File: config.mk
export PLATFORM = sky130hd
export DESIGN_NAME = hwpe_ctrl_jobq
export DESIGN_NICKNAME = d
export VERILOG_FILES = /design/src/rtl/hwpe_ctrl_jobq_pkg.sv /design/src/rtl/hwpe_ctrl_jobq_fifo.sv /design/src/rtl/hwpe_ctrl_jobq.sv
export SDC_FILE = /design/constraint.sdc
export NUM_CORES = 1
export LEC_CHECK = 0
export ABC_AREA = 1
export ABC_CLOCK_PERIOD_IN_PS = 3400
export CAP_MARGIN = 20
export CORE_MARGIN = 3
export CORE_UTILIZATION = 35
export CTS_BUF_LIST = sky130_fd_sc_hd__clkbuf_8
export DETAILED_ROUTE_END_ITERATION = 16
export GPL_ROUTABILITY_DRIVEN = 1
export PLACE_DENSITY_LB_ADDON = 0.08
export SLEW_MARGIN = 20
export SYNTH_ARGS = -nofsm -noshare
export SYNTH_HDL_FRONTEND = slang
export SYNTH_HIERARCHICAL = 1
export SYNTH_SLANG_ARGS = --single-unit
File: constraint.sdc
create_clock -name clk_i -period 3.4 [get_ports clk_i]
set_input_delay 1.02 -clock clk_i [delete_from_list [all_inputs] [get_ports clk_i]]
set_output_delay 1.02 -clock clk_i [all_outputs]
set_load 0.02 [all_outputs]
File: src/rtl/hwpe_ctrl_jobq_pkg.sv
// Shared constants and types for the HWPE job-queue controller.
// Register offsets are word indices (add_i[7:2]).
package hwpe_ctrl_package;

    localparam logic [5:0] REG_TRIGGER   = 6'h00;
    localparam logic [5:0] REG_ACQUIRE   = 6'h01;
    localparam logic [5:0] REG_FINISHED  = 6'h02;
    localparam logic [5:0] REG_STATUS    = 6'h03;
    localparam logic [5:0] REG_RUNNING   = 6'h04;
    localparam logic [5:0] REG_SOFTCLEAR = 6'h05;

    localparam logic [31:0] ACQUIRE_FAIL = 32'hFFFF_FFFF;

    typedef enum logic [1:0] {
        FSM_IDLE     = 2'd0,
        FSM_STARTING = 2'd1,
        FSM_RUNNING  = 2'd2
    } jobq_state_e;

endpackage

File: src/rtl/hwpe_ctrl_jobq_fifo.sv
// Circular buffer of job owner indices; the write pointer doubles as the
// context slot handed out by ACQUIRE, the read pointer as the running slot.
module hwpe_ctrl_jobq_fifo #(
    parameter int unsigned DEPTH = 4,
    parameter int unsigned DW    = 3,
    localparam int unsigned PW   = (DEPTH > 1) ? $clog2(DEPTH) : 1,
    localparam int unsigned NW   = $clog2(DEPTH + 1)
) (
    input  logic          clk_i,
    input  logic          rst_ni,
    input  logic          clear_i,
    input  logic          push_i,
    input  logic [DW-1:0] data_i,
    input  logic          pop_i,
    output logic [DW-1:0] data_o,
    output logic [PW-1:0] wptr_o,
    output logic [PW-1:0] rptr_o,
    output logic [NW-1:0] count_o,
    output logic          full_o,
    output logic          empty_o
);

    logic [DEPTH-1:0][DW-1:0] mem_q;
    logic [PW-1:0]            wptr_q, rptr_q;
    logic [NW-1:0]            count_q, count_d;
    logic                     push_ok, pop_ok;

    assign full_o  = (count_q == NW'(DEPTH));
    assign empty_o = (count_q == '0);
    assign push_ok = push_i && !full_o;
    assign pop_ok  = pop_i && !empty_o;
    assign data_o  = mem_q[rptr_q];
    assign wptr_o  = wptr_q;
    assign rptr_o  = rptr_q;
    assign count_o = count_q;

    always_comb begin
        count_d = count_q;
        case ({push_ok, pop_ok})
            2'b10:   count_d = count_q + NW'(1);
            2'b01:   count_d = count_q - NW'(1);
            default: count_d = count_q;
        endcase
    end

    always_ff @(posedge clk_i or negedge rst_ni) begin
        if (!rst_ni) begin
            mem_q   <= '0;
            wptr_q  <= '0;
            rptr_q  <= '0;
            count_q <= '0;
        end else if (clear_i) begin
            wptr_q  <= '0;
            rptr_q  <= '0;
            count_q <= '0;
        end else begin
            count_q <= count_d;
            if (push_ok) begin
                mem_q[wptr_q] <= data_i;
                wptr_q <= (wptr_q == PW'(DEPTH - 1)) ? '0 : wptr_q + PW'(1);
            end
            if (pop_ok) begin
                rptr_q <= (rptr_q == PW'(DEPTH - 1)) ? '0 : rptr_q + PW'(1);
            end
        end
    end

endmodule

File: src/rtl/hwpe_ctrl_jobq.sv
// HWPE job-queue controller: lock/acquire/trigger offload protocol and engine FSM.
// Define HWPE_CTRL_JOBQ_WATCHDOG_EN to add the RUNNING-state timeout watchdog.
module hwpe_ctrl_jobq
    import hwpe_ctrl_package::*;
#(
    parameter int unsigned  N_CORES        = 8,
    parameter int unsigned  N_CONTEXT      = 4,
    parameter int unsigned  N_EVT          = 2,
    parameter int unsigned  CLEAR_CYCLES   = 3,
    parameter logic [31:0]  TIMEOUT_CYCLES = 32'd65535,
    localparam int unsigned CW  = $clog2(N_CONTEXT),
    localparam int unsigned IW  = (N_CORES > 1) ? $clog2(N_CORES) : 1,
    localparam int unsigned NW  = $clog2(N_CONTEXT + 1),
    localparam int unsigned CLW = $clog2(CLEAR_CYCLES + 1)
) (
    input  logic                            clk_i,
    input  logic                            rst_ni,
    input  logic                            req_i,
    output logic                            gnt_o,
    input  logic [7:0]                      add_i,
    input  logic                            wen_i,
    input  logic [31:0]                     data_i,
    input  logic [N_CORES-1:0]              id_i,
    output logic [31:0]                     r_data_o,
    output logic                            r_valid_o,
    output logic [N_CORES-1:0]              r_id_o,
    output logic                            start_o,
    output logic [CW-1:0]                   ctx_o,
    input  logic                            done_i,
    output logic                            busy_o,
    output logic                            full_o,
    output logic [N_CORES-1:0][N_EVT-1:0]   evt_o,
    output logic                            clear_o
);

    jobq_state_e                     state_q;
    logic                            start_q, busy_q;
    logic [N_CORES-1:0][N_EVT-1:0]   evt_q;
    logic [31:0]                     finished_q;
    logic                            lock_q;
    logic [N_CORES-1:0]              owner_q;
    logic [CLW-1:0]                  clear_cnt_q;
    logic                            r_valid_q;
    logic [N_CORES-1:0]              r_id_q;
    logic [31:0]                     r_data_q, r_data_d;

    logic [5:0]    reg_sel;
    logic          clear_act, rd_req, wr_req;
    logic          acq_ok, trig_ok, sclr_ok;
    logic [IW-1:0] id_idx, fifo_head;
    logic [CW-1:0] fifo_wptr, fifo_rptr;
    logic [NW-1:0] fifo_cnt;
    logic          fifo_full, fifo_empty;
    logic          job_end, pop;
    logic          wd_expired, wd_err;
    logic          unused_bits;

    assign unused_bits = ^{data_i, add_i[1:0]};

    assign reg_sel   = add_i[7:2];
    assign clear_act = (clear_cnt_q != '0);
    assign rd_req    = req_i && wen_i;
    assign wr_req    = req_i && !wen_i;

    assign acq_ok  = rd_req && !clear_act && (reg_sel == REG_ACQUIRE)
                     && !fifo_full && !lock_q;
    assign trig_ok = wr_req && !clear_act && (reg_sel == REG_TRIGGER)
                     && lock_q && (id_i == owner_q);
    assign sclr_ok = wr_req && !clear_act && (reg_sel == REG_SOFTCLEAR);

    // Lowest set bit wins if a malformed multi-hot id arrives.
    always_comb begin
        id_idx = '0;
        for (int i = N_CORES - 1; i >= 0; i--) begin
            if (id_i[i]) id_idx = IW'(i);
        end
    end

    assign job_end = (state_q == FSM_RUNNING) && (done_i || wd_expired);
    assign pop     = job_end && !clear_act;

    hwpe_ctrl_jobq_fifo #(
        .DEPTH (N_CONTEXT),
        .DW    (IW)
    ) i_fifo (
        .clk_i   (clk_i),
        .rst_ni  (rst_ni),
        .clear_i (clear_act),
        .push_i  (trig_ok),
        .data_i  (id_idx),
        .pop_i   (pop),
        .data_o  (fifo_head),
        .wptr_o  (fifo_wptr),
        .rptr_o  (fifo_rptr),
        .count_o (fifo_cnt),
        .full_o  (fifo_full),
        .empty_o (fifo_empty)
    );

`ifdef HWPE_CTRL_JOBQ_WATCHDOG_EN
    logic [31:0] wd_cnt_q;
    logic        wd_err_q;

    // Counts cycles since start_o; cleared whenever the engine is idle.
    assign wd_expired = (state_q == FSM_RUNNING)
                        && (wd_cnt_q == TIMEOUT_CYCLES - 32'd1);
    assign wd_err     = wd_err_q;

    always_ff @(posedge clk_i or negedge rst_ni) begin
        if (!rst_ni) begin
            wd_cnt_q <= '0;
            wd_err_q <= 1'b0;
        end else if (clear_act) begin
            wd_cnt_q <= '0;
            wd_err_q <= 1'b0;
        end else begin
            if (state_q == FSM_IDLE || job_end) wd_cnt_q <= '0;
            else                                wd_cnt_q <= wd_cnt_q + 32'd1;
            if (wd_expired && !done_i) wd_err_q <= 1'b1;
        end
    end
`else
    assign wd_expired = 1'b0;
    assign wd_err     = 1'b0;
`endif

    always_comb begin
        r_data_d = '0;
        if (rd_req && !clear_act) begin
            case (reg_sel)
                REG_ACQUIRE:  r_data_d = acq_ok ? 32'(fifo_wptr) : ACQUIRE_FAIL;
                REG_FINISHED: r_data_d = finished_q;
                REG_STATUS:   r_data_d = {27'd0, wd_err, lock_q, fifo_full,
                                          busy_q, fifo_cnt != '0};
                REG_RUNNING:  r_data_d = 32'({busy_q, fifo_rptr});
                default:      r_data_d = '0;
            endcase
        end
    end

    always_ff @(posedge clk_i or negedge rst_ni) begin
        if (!rst_ni) begin
            r_valid_q <= 1'b0;
            r_id_q    <= '0;
            r_data_q  <= '0;
        end else begin
            r_valid_q <= req_i;
            r_id_q    <= req_i ? id_i : '0;
            r_data_q  <= r_data_d;
        end
    end

    always_ff @(posedge clk_i or negedge rst_ni) begin
        if (!rst_ni) begin
            clear_cnt_q <= '0;
        end else if (sclr_ok) begin
            clear_cnt_q <= CLW'(CLEAR_CYCLES);
        end else if (clear_act) begin
            clear_cnt_q <= clear_cnt_q - CLW'(1);
        end
    end

    always_ff @(posedge clk_i or negedge rst_ni) begin
        if (!rst_ni) begin
            lock_q  <= 1'b0;
            owner_q <= '0;
        end else if (clear_act) begin
            lock_q  <= 1'b0;
            owner_q <= '0;
        end else if (acq_ok) begin
            lock_q  <= 1'b1;
            owner_q <= id_i;
        end else if (trig_ok) begin
            lock_q  <= 1'b0;
        end
    end

    always_ff @(posedge clk_i or negedge rst_ni) begin
        if (!rst_ni) begin
            state_q    <= FSM_IDLE;
            start_q    <= 1'b0;
            busy_q     <= 1'b0;
            evt_q      <= '0;
            finished_q <= '0;
        end else if (clear_act) begin
            state_q    <= FSM_IDLE;
            start_q    <= 1'b0;
            busy_q     <= 1'b0;
            evt_q      <= '0;
            finished_q <= '0;
        end else begin
            start_q <= 1'b0;
            evt_q   <= '0;
            case (state_q)
                FSM_IDLE: begin
                    if (!fifo_empty) begin
                        state_q <= FSM_STARTING;
                        start_q <= 1'b1;
                        busy_q  <= 1'b1;
                    end
                end
                FSM_STARTING: state_q <= FSM_RUNNING;
                FSM_RUNNING: begin
                    if (job_end) begin
                        state_q    <= FSM_IDLE;
                        busy_q     <= 1'b0;
                        finished_q <= finished_q + 32'd1;
                        evt_q[fifo_head][0] <= done_i;
                        evt_q[fifo_head][1] <= wd_expired && !done_i;
                    end
                end
                default: state_q <= FSM_IDLE;
            endcase
        end
    end

    assign gnt_o     = 1'b1;
    assign r_data_o  = r_data_q;
    assign r_valid_o = r_valid_q;
    assign r_id_o    = r_id_q;
    assign start_o   = start_q;
    assign busy_o    = busy_q;
    assign ctx_o     = fifo_rptr;
    assign full_o    = fifo_full;
    assign evt_o     = evt_q;
    assign clear_o   = clear_act;

endmodule

-- Yosys cells after proc, flatten, opt, wreduce, memory -nomap -nowiden
Index checks and enable logic that the tools add are counted.
W data, S select, Z words.
- logic and storage cells: 148
- input port bits: 53
- bits in registers: 123
- output and inout port bits: 64
- magnitude comparators: 5
- eq/ne operators: 15
- bitwise logic cells: 4
- reductions and logical operators: 40
- add/subtract/negate cells: 6
- mux-type cells: 53
- operator list (cell ; number):
    $mux W32 ; 5
    $pmux W32 S4 ; 1
    $mux W16 ; 3
    $mux W3 ; 11
    $add A32 B1 Y32 const B ; 1
    $and A16 B16 Y16 ; 2
    $mux W2 ; 12
    $mux W8 ; 3
    $logic_and A1 B1 Y1 ; 17
    $not A16 Y16 ; 1
    $reduce_bool A2 Y1 ; 7
    $bwmux W12 ; 1
    $demux W2 S3 ; 2
    $eq A6 B2 Y1 const B ; 2
    $eq A6 B3 Y1 const B ; 2
    $reduce_bool A3 Y1 ; 4
    $mux W1 ; 10
    $eq A2 B2 Y1 const B ; 4
    $eq A8 B8 Y1 ; 1
    $bmux W3 S2 ; 1
    $demux W3 S2 ; 1
    $eq A6 B1 Y1 const B ; 1
    $logic_not A6 Y1 ; 1
    $lt A2 B3 Y1 const B ; 2
    other kinds (19) ; 28

-- Depth between registers and ports, before layout
Gate-level depths: netlist of run 1.
- word-level depth: 11
- mapped depth: 17
- mapped depth without buffers: 16

-- By module
Netlist of run 1, hierarchy kept.
- modules (own cells, without submodules) (module ; cells an instance ; seq. area each (um^2) ; area an instance (um^2) ; times used):
    hwpe_ctrl_jobq ; 595 ; 2402.3 ; 4897.2 ; 1
    hwpe_ctrl_jobq_fifo ; 120 ; 475.5 ; 1056.0 ; 1

-- Least setup slack after synthesis of run 1
No wires, ideal clock.
- path kind: in2reg
- start: in req_i
- end: reg i_fifo.count_q[2], in the netlist i_fifo/count_o[2]
- cell stages on the path: 15
- path buffers: 1
- path slack: 311 ps
- required time: 3283 ps
- library setup time: 117 ps
- data arrival time: 2972 ps
- cell sequence: buf_2 nand2_1 nor2_1 nand3_1 nor4_1 nand2_4 nand2_4 inv_1 fa_1 xnor2_1 inv_1 nand2_1 nand2_1 nand3_1 nand2_1
- word-level cells in the longest chain between the ends: 9
- elaborated cells between the ends (all ways): 11
- those cells by class: 2 x eq/ne; 2 x mux; 7 x reduce/logical
- ends and longest elaborated chain (element ; RTL line ; source):
    start, declared ; hwpe_ctrl_jobq.sv:18 ; input logic req_i,
    $logic_and A1 B1 Y1 (*) ; hwpe_ctrl_jobq.sv:63 ; assign wr_req = req_i && !wen_i;
    $logic_and A1 B1 Y1 (*) (2 in a row) ; hwpe_ctrl_jobq.sv:67 ; assign trig_ok = wr_req && !clear_act && (reg_sel == REG_TRIGGER)
    $logic_and A1 B1 Y1 (*) (2 in a row) ; hwpe_ctrl_jobq.sv:68 ; && lock_q && (id_i == owner_q);
    named net trig_ok ; hwpe_ctrl_jobq.sv:49 ; logic acq_ok, trig_ok, sclr_ok;
    $logic_and A1 B1 Y1 (*) ; hwpe_ctrl_jobq_fifo.sv:30 ; assign push_ok = push_i && !full_o;
    $eq A2 B1 Y1 or $eq A2 B2 Y1 (tied branches) ; hwpe_ctrl_jobq_fifo.sv:39 ; case ({push_ok, pop_ok})
    $pmux W3 S2 ; hwpe_ctrl_jobq_fifo.sv:39 ;
    $mux W3 ; hwpe_ctrl_jobq_fifo.sv:52 ; end else if (clear_i) begin
    end signal, assigned ; hwpe_ctrl_jobq_fifo.sv:57 ; count_q <= count_d;
    end, declared ; hwpe_ctrl_jobq_fifo.sv:25 ; logic [NW-1:0] count_q, count_d;
Mark *: on every way through the listed nets, which the timed path passes. The rest lies on a longest branch.
A chain may end at the register's enable or synchronous reset.

-- Worst setup path after layout of run 1
- start: reg i_fifo.count_q[1], in the netlist i_fifo/count_o[1]
- end: out full_o
- word-level cells in the longest chain between the ends: 1
- ends and longest elaborated chain (element ; RTL line ; source):
    $eq A3 B3 Y1 ; hwpe_ctrl_jobq_fifo.sv:28 ; assign full_o = (count_q == NW'(DEPTH));
    end, declared ; hwpe_ctrl_jobq.sv:31 ; output logic full_o,
No other way between the ends.

==> results.py, run 1 <==
metrics = {
    "outcome": {
        "status": "complete, no violations",
    },
    "worst_setup_path": {
        "crit_start": "i_fifo/count_o[1]",
        "path_cells": "nor2_2, nand2_2, inv_1, clkdlybuf4s50_1",
        "ff2ff_setup_slack_ns": 0.78,
        "cp-endpoint": "full_o",
        "critPathMaxStageDelay_ns": 0.65,
        "rr_startpoint": "clear_cnt_q[0]",
        "cpMaxStageDelayCell": "clkdlybuf4s50_1",
        "cp.arrival_ns": 2.10,
        "setup.worst_path.class": "register to primary output",
        "critical_path_cell_count": 4,
        "reg2reg_to": "i_fifo/count_o[2]",
        "cp_max_fo": 5,
        "cp_num_buf_inv": 2,
        "crit_path_start_kind": "register",
        "worstPathRequired_ns": 2.38,
        "rr_worst_depth": 17,
        "critPathTopFamily": "buffers and inverters",
        "cp-end-kind": "primary output",
    },
    "layout": {
        "fin_nets": 878,
        "num_antenna_cells": 0,
        "syn2layout_area_growth_pct": 25.1,
        "multi_input_area_um2": 2580,
        "fillCellCount": 1664,
        "ff_latch_area_um2": 2880,
        "drive_gt1_frac": 0.161,
    },
    "die": {
        "dieArea_um2": 18600,
        "die_w_um": 136,
        "placeableCoreArea_um2": 16600,
        "io_pins": 117,
        "initial_core_util": 0.358,
        "fp-row-count": 47,
        "die_h_um": 136,
    },
    "logic_synthesis": {
        "synth_edf_count": 0,
        "synthFlopType": "dfrtp_1",
        "postSynthAreaPerCell_um2": 8.33,
        "ys_ff_latch": 115,
        "yosys.area.top_type": "dfrtp_1",
        "postSynthCellCount": 715,
        "ys_top_cells_by_area": "dfrtp_1 48%, nand2_1 11%, inv_1 5.2%",
        "yosys_warnings": 6,
        "syn_area_um2": 5950,
        "ys_types": 43,
        "synthArstFlopShare": 1.00,
        "yosys.area.top_type_share": 0.483,
        "ys_seq_area_frac": 0.483,
    },
    "clock_tree": {
        "clkSinkCount": 115,
        "cts.path.max_buffers": 2,
        "clk_pin_slew_ns": 0.07,
        "cts_resized": 0,
        "clk-insertion-delay-late_ns": 0.45,
        "cts_made_buffers": 17,
        "cts_hold_buf": 0,
        "post-cts-setup-buffers": 0,
        "htree_levels": 4,
        "cts_tree": "done",
        "clock-root-buffer": "clkbuf_8",
    },
    "route": {
        "first_pass_iters": 5,
        "drt_iter0_markers": 220,
        "ant_nets": 0,
        "drc": 0,
        "num_vias": 4818,
        "drt-total-wl_mm": 13.7,
        "route.detailed.wl_per_inst_um": 13.1,
        "routed_via_density": 4.59,
    },
    "placement": {
        "dp_hpwl_mm": 10.2,
        "place_ws_ns": -0.165,
        "gp_congestion": 0.884,
        "port_buffers": 73,
    },
    "run": {
        "cap_violations": 0,
    },
    "sta": {
        "finalHoldViolations": 0,
        "setup_viol": 0,
        "period_share": 0.917,
        "rsz0062_at_grt": "no",
        "relSlewSlack": 0.519,
        "fin_ws_ns": 0.283,
        "skew_ns": 0.0140,
        "period_minus_slack_ns": 3.12,
        "timing.hold.ws_ns": 0.493,
        "worst_pin_slew_ns": 0.721,
        "drv_slew": 0,
        "max_freq_ghz": 0.321,
    },
    "pwr": {
        "power_mw": 3.26,
        "peakVddDrop_mv": 0.245,
        "p_per_area_nw_per_um2": 438,
        "power.leakage_nw": 3.30,
    },
    "global_routing": {
        "grt_pass1_wl_mm": 23.3,
        "grt_max_degree": 43,
        "overflow": 0,
        "grt_antenna_before_repair": 0,
        "grt_usage": 0.161,
        "grt_pass1_vias": 4802,
    },
    "worst_hold_path": {
        "min_path_type": "register to register",
    },
}
final cells by class:
type                            count  share of cell area
Timing Repair Buffer              100               0.127
Clock buffer                       22              0.0407
Multi-Input combinational cell    492               0.346
Tap cell                          220              0.0370
Sequential cell                   115               0.386
Clock inverter                     10              0.0173
Inverter                           91              0.0459
power by group:
group	internal (mW)	switching [mW]	total [mW]	leakage, nW
Sequential	1.39	0.00848	1.40	1.59
Combinational	0.161	0.332	0.493	1.48
Clock	0.814	0.560	1.37	0.222
Total	2.36	0.900	3.26	3.30
cells by family after synthesis:
logic type / synth area share
xor gates and xnor gates: 0.0103
buffers and inverters: 0.0881
DFF: 0.483
and+or+nand+nor: 0.278
adders and majority gates: 0.0181
AOI/OAI and AO/OA: 0.121
other: 0.00126
metrics by stage:
step           cell area, um2   util  setup TNS, ns  instances
4_1_cts                  7450  0.447              0       1050
3_3_place_gp             7020  0.422         -0.128       1018
2_1_floorplan            5980      -              0        722
3_5_place_dp             7020  0.422         -0.165       1018
5_1_grt                  7450  0.447              0       1050
6_report                 7450  0.447              0       1050
registers in the layout (all words and copies together) (netlist names):
name / flops
evt_o: 8
finished_q: 32
state_q: 2
i_fifo/mem_q: 12
i_fifo/count_o: 3
i_fifo/rptr_o: 2
i_fifo/wptr_o: 2
r_valid_o: 1
lock_q: 1
owner_q: 8
r_id_o: 8
clear_cnt_q: 2
start_o: 1
r_data_o: 32
busy_o: 1
layer usage:
metal,vias to the layer above,routed length [um],track usage
li1,2481,-,-
met1,2255,6440,0.205
met2,69,6580,0.263
met3,13,532,0.0455
met4,0,172,0.0560
met5,-,0,0
worst register-to-register path, stage by stage (launching register included):
cell	delay, ns
dfrtp_1	0.38
inv_1	0.08
ha_1	0.27
nand2_1	0.07
nor2_1	0.13
nand3_1	0.09
nor4_1	0.25
buf_4	0.20
nand2_4	0.06
nand2_4	0.06
inv_1	0.04
fa_1	0.39
xnor2_1	0.21
inv_1	0.06
nand2_1	0.06
nand2_1	0.05
nand3_1	0.06
nand2_1	0.05
synthesized netlist by cell type (5+ instances only):
cell type / count
buf_4: 9
buf_2: 5
nand3_1: 45
xnor2_1: 7
inv_1: 83
nor3_1: 12
a21oi_1: 15
buf_6: 7
nand2_2: 7
nand4_1: 9
o21ai_0: 26
nand2_1: 169
inv_2: 8
a21oi_2: 28
nor2_1: 79
nor2_4: 5
nand2_4: 7
ha_1: 7
o21ai_1: 27
o22ai_1: 5
dfrtp_1: 115
nor2_2: 9
how the worst min path moves through the flow:
| stage | slack [ns] | cells after the start | to | from |
|---|---|---|---|---|
| floorplan | 0.45 | 2 | i_fifo/mem_q[6] | i_fifo/mem_q[6] |
| global placement | 0.47 | 2 | i_fifo/mem_q[3] | i_fifo/mem_q[3] |
| detailed placement | 0.48 | 2 | i_fifo/mem_q[3] | i_fifo/mem_q[3] |
| CTS | 0.50 | 2 | i_fifo/mem_q[3] | i_fifo/mem_q[3] |
| global route | 0.52 | 2 | i_fifo/mem_q[5] | i_fifo/mem_q[5] |
| finish | 0.49 | 2 | i_fifo/mem_q[3] | i_fifo/mem_q[3] |
cell usage in the layout, fill, tap and decap left out, types with 8 or more instances in the layout:
cell	count
buf_4	27
conb_1	9
nand4_1	9
a21oi_2	28
nor3_1	12
nand3_1	45
o21ai_0	26
nor2_2	9
o21ai_1	27
a21oi_1	15
nand2_1	169
dfrtp_1	115
nor2_1	79
inv_1	84
clkdlybuf4s50_1	72
clkbuf_8	22
inv_2	8
(Power assumes the default switching activity.)
==> inputs of run 2 (changes only) <==
CORE_UTILIZATION = 54   (was 35)
==> run 2 against run 1 <==
  * Clock power decreased by 9%
  * Sequential share of layout area increased by 0.82 points
  * Total power decreased by 3.9%
  * Via count increased by 2.4%
  * Non-clock buffer count decreased by 1
  * Setup slack improved by 0.019 ns
  * Design area decreased by 2.1%
  * Clock-buffer cell count decreased by 2
  * Worst hold slack got worse by 0.0061 ns
  * Utilization increased by 25 points
  * Final cell count decreased by 8.1%
  * Critical path type unchanged
  * Largest power group unchanged
==> results.py, run 2 (synthesis results as in run 1) <==
metrics = {
    "sta": {
        "setup_viol": 0,
        "max_freq_ghz": 0.323,
        "timing.hold.ws_ns": 0.486,
        "worst_pin_slew_ns": 0.792,
        "finalHoldViolations": 0,
        "drv_slew": 0,
        "fin_ws_ns": 0.302,
        "period_minus_slack_ns": 3.10,
        "rsz0062_at_grt": "no",
        "finalSetupTns_ns": 0,
        "relSlewSlack": 0.471,
        "period_share": 0.911,
        "skew_ns": 0.00985,
    },
    "clock_tree": {
        "cts_tree": "done",
        "clk_pin_slew_ns": 0.06,
        "cts_made_buffers": 17,
        "post-cts-setup-buffers": 0,
        "clk-insertion-delay-late_ns": 0.44,
        "cts.path.max_buffers": 2,
        "htree_levels": 4,
        "clkSinkCount": 115,
        "cts_resized": 0,
        "cts_hold_buf": 0,
        "clock-root-buffer": "clkbuf_8",
    },
    "worst_hold_path": {
        "min_path_type": "register to register",
    },
    "worst_setup_path": {
        "reg2reg_to": "i_fifo/count_o[2]",
        "worstPathRequired_ns": 2.38,
        "ff2ff_setup_slack_ns": 0.71,
        "setup.worst_path.class": "register to primary output",
        "cp-end-kind": "primary output",
        "critPathMaxStageDelay_ns": 0.64,
        "rr_worst_depth": 17,
        "cp-endpoint": "full_o",
        "crit_start": "i_fifo/count_o[1]",
        "path_cells": "nor2_2, nand2_2, inv_1, clkdlybuf4s50_1",
        "crit_path_start_kind": "register",
        "cpMaxStageDelayCell": "clkdlybuf4s50_1",
        "cp.arrival_ns": 2.08,
        "cp_max_fo": 5,
        "rr_startpoint": "clear_cnt_q[0]",
    },
    "run": {
        "cap_violations": 0,
    },
    "outcome": {
        "status": "complete, no violations",
    },
    "placement": {
        "place_ws_ns": -0.0840,
        "port_buffers": 73,
        "dp_hpwl_mm": 9.65,
        "dp_cells": 933,
        "gp_congestion": 0.893,
    },
    "layout": {
        "layout_common_cells": "169 x nand2_1, 115 x dfrtp_1, 86 x inv_1",
        "syn2layout_area_growth_pct": 22.5,
        "num_antenna_cells": 0,
        "final_common_cell": "nand2_1",
        "stdcell_count": 965,
        "fin_nets": 877,
        "drive_gt1_frac": 0.158,
    },
    "die": {
        "dieArea_um2": 12300,
        "io_pins": 117,
        "fp-row-count": 37,
        "die_h_um": 111,
        "die_w_um": 111,
        "initial_core_util": 0.566,
        "placeableCoreArea_um2": 10500,
    },
    "route": {
        "num_vias": 4934,
        "route.detailed.wl_per_inst_um": 13.5,
        "drt-total-wl_mm": 13.1,
        "drc": 0,
        "first_pass_iters": 5,
        "drt_iter0_markers": 361,
        "ant_nets": 0,
        "routed_via_density": 5.11,
    },
    "global_routing": {
        "grt_max_degree": 65,
        "grt_antenna_before_repair": 0,
        "grt_pass1_wl_mm": 22.5,
        "overflow": 0,
        "grt_pass1_vias": 4804,
        "grt_usage": 0.224,
    },
    "pwr": {
        "power_mw": 3.13,
        "p_per_area_nw_per_um2": 430,
        "power.leakage_nw": 3.28,
        "peakVddDrop_mv": 0.304,
    },
}
## run 2: metrics by stage
step	utilization	instance area (um2)
after floorplan	-	5980
after global placement	0.657	6900
after detailed placement	0.657	6900
after CTS	0.694	7290
after global routing	0.694	7290
final	0.694	7290
## run 2: routing by layer
layer,GRT usage,vias up,wire length [um]
met1,0.290,2284,5730
li1,-,2478,-
met4,0.0780,0,243
met3,0.0519,25,789
met2,0.372,147,6300
met5,0,-,0
## run 2: final cells by class
type                       count  area [um2]
inverter                      91         342
fill                         856        3220
multi-input combinational    492        2580
timing repair buffer          99         936
tap                          136         170
clock buffer                  20         275
clock inverter                12         115
sequential                   115        2880
## run 2: how the worst min path moves through the flow
stage | slack, ns | start | cells after the start | to
detailed placement | 0.47 | i_fifo/mem_q[7] | 2 | i_fifo/mem_q[7]
CTS | 0.49 | i_fifo/mem_q[7] | 2 | i_fifo/mem_q[7]
floorplan | 0.45 | i_fifo/mem_q[6] | 2 | i_fifo/mem_q[6]
global route | 0.54 | i_fifo/mem_q[7] | 2 | i_fifo/mem_q[7]
global placement | 0.47 | i_fifo/mem_q[5] | 2 | i_fifo/mem_q[5]
finish | 0.49 | i_fifo/mem_q[8] | 2 | i_fifo/mem_q[8]
## run 2: critical path, delay by kind of cell, from the launching register on
kind | cells | cell delay (ns)
buf+inv | 2 | 0.84
flops | 1 | 0.44
simple gates | 2 | 0.36
## run 2: power breakdown
part           internal (mW)  switching, mW  leakage (nW)
clock                  0.696          0.552         0.208
combinational          0.161          0.330          1.48
sequential              1.39        0.00853          1.59
==> inputs of run 3 (changes only) <==
ABC_CLOCK_PERIOD_IN_PS = 3900   (was 3400)
CORE_UTILIZATION = 58   (was 54)
clock period = 3.9 ns   (was 3.4 ns; I/O delays follow)
==> run 3 against run 2 <==
  * Sequential power shrank 13%
  * Design area is 1.2% lower
  * Setup slack gained 0.31 ns
  * Final cell count shrank 1.8%
==> results.py, run 3 (synthesis results as in run 1) <==
metrics = {
    "outcome": {
        "status": "complete, no violations",
    },
    "die": {
        "placeableCoreArea_um2": 9860,
        "dieArea_um2": 11500,
        "initial_core_util": 0.604,
        "io_pins": 117,
        "die_h_um": 107,
        "die_w_um": 107,
        "fp-row-count": 36,
    },
    "layout": {
        "fin_nets": 863,
        "layout_common_cells": "169 x nand2_1, 115 x dfrtp_1, 86 x inv_1",
        "stdcell_count": 948,
        "num_antenna_cells": 0,
        "drive_gt1_frac": 0.144,
        "syn2layout_area_growth_pct": 21.1,
        "fillCellCount": 734,
        "final_common_cell": "nand2_1",
    },
    "clock_tree": {
        "clk-insertion-delay-late_ns": 0.43,
        "post-cts-setup-buffers": 0,
        "clkSinkCount": 115,
        "cts.path.max_buffers": 2,
        "cts_made_buffers": 17,
        "cts_resized": 0,
        "clk_pin_slew_ns": 0.07,
        "htree_levels": 4,
        "clock-root-buffer": "clkbuf_8",
        "cts_hold_buf": 0,
        "cts_tree": "done",
    },
    "sta": {
        "period_minus_slack_ns": 3.29,
        "finalSetupTns_ns": 0,
        "setup_viol": 0,
        "worst_pin_slew_ns": 0.630,
        "rsz0062_at_grt": "no",
        "relSlewSlack": 0.580,
        "skew_ns": 0.0106,
        "max_freq_ghz": 0.304,
        "period_share": 0.844,
        "timing.hold.ws_ns": 0.486,
        "drv_slew": 0,
        "finalHoldViolations": 0,
    },
    "global_routing": {
        "top_usage_layer": "met2",
        "grt_pass1_vias": 4730,
        "grt_antenna_before_repair": 0,
        "grtUsageMet1": 0.306,
        "grt_max_degree": 69,
        "met2_usage": 0.390,
        "grt_usage": 0.237,
        "grt_pass1_wl_mm": 21.6,
        "grt_use_met3": 0.0582,
        "overflow": 0,
    },
    "route": {
        "drc": 0,
        "num_vias": 4905,
        "routed_via_density": 5.17,
        "ant_nets": 0,
        "drt-total-wl_mm": 12.9,
        "drt_iter0_markers": 333,
        "route.detailed.wl_per_inst_um": 13.6,
        "first_pass_iters": 6,
    },
    "placement": {
        "dp_hpwl_mm": 9.38,
        "port_buffers": 73,
        "dp_cells": 916,
        "gp_congestion": 0.924,
    },
    "pwr": {
        "p_per_area_nw_per_um2": 385,
        "peakVddDrop_mv": 0.216,
        "power.leakage_nw": 3.22,
    },
    "worst_setup_path": {
        "worstPathRequired_ns": 4.22,
        "cp.arrival_ns": 3.61,
        "crit_path_start_kind": "input port",
        "cp_max_fo": 5,
        "setup.worst_path.class": "input port to register",
        "cp-end-kind": "register",
    },
    "worst_hold_path": {
        "min_path_type": "register to register",
    },
    "run": {
        "cap_violations": 0,
    },
}
[run 3: cell types whose count changed in the layout (fill, tap and decap cells not counted)]
cell        before  now
clkinv_2         4    3
bufinv_16        2    3
clkinvlp_4       2    3
clkinv_4         1    0
buf_4           26   12
[run 3: per-stage QoR]
| stage | utilization | setup WS (ns) | cell area (um2) | total power [mW] |
|---|---|---|---|---|
| after floorplan | - | 0.661 | 5980 | 1.51 |
| after global placement | 0.689 | 0.211 | 6790 | 1.65 |
| after detailed placement | 0.689 | 0.190 | 6790 | 1.66 |
| after CTS | 0.731 | 0.626 | 7210 | 2.80 |
| after global routing | 0.731 | 0.478 | 7210 | 2.90 |
| final | 0.731 | 0.609 | 7210 | 2.78 |
[run 3: layout make-up]
cell class,instances,area (um2),area share
Clock buffer,20,275,0.0382
Clock inverter,12,139,0.0193
Inverter,91,342,0.0474
Multi-Input combinational cell,492,2580,0.358
Sequential cell,115,2880,0.399
Tap cell,133,166,0.0231
Timing Repair Buffer,85,831,0.115
[run 3: path summary, 6_finish.rpt]
kind,start,to,slack [ns],cells past startpoint
worst min register to register,i_fifo/mem_q[8],i_fifo/mem_q[8],0.49,2
min in group asynchronous,rst_ni,evt_o[10],0.76,1
max in group asynchronous,rst_ni,r_data_o[24],2.36,2
worst min-delay path,i_fifo/mem_q[8],i_fifo/mem_q[8],0.49,2
worst max register to register,clear_cnt_q[0],i_fifo/count_o[2],0.98,18
worst max-delay path,add_i[3],i_fifo/count_o[2],0.61,17
[run 3: metal layers]
metal  vias to the layer above  wire (um)
li1                       2438          -
met1                      2299       5670
met2                       154       6350
met3                        14        750
met4                         0        153
met5                         -          0
[run 3: where the power goes]
part | internal, mW | switching (mW)
Sequential | 1.21 | 0.00865
Clock | 0.672 | 0.464
Combinational | 0.131 | 0.291
[run 3: worst max-delay path, cell delays in order]
cell             delay (ns)
clkdlybuf4s50_1        0.53
nor2_2                 0.17
nand2_2                0.10
nor2_1                 0.10
nand3_1                0.07
nor4_1                 0.19
buf_4                  0.18
nand2_4                0.09
nand2_4                0.10
inv_1                  0.05
fa_1                   0.38
xnor2_1                0.21
inv_1                  0.06
nand2_1                0.06
nand2_1                0.04
nand3_1                0.06
nand2_1                0.05
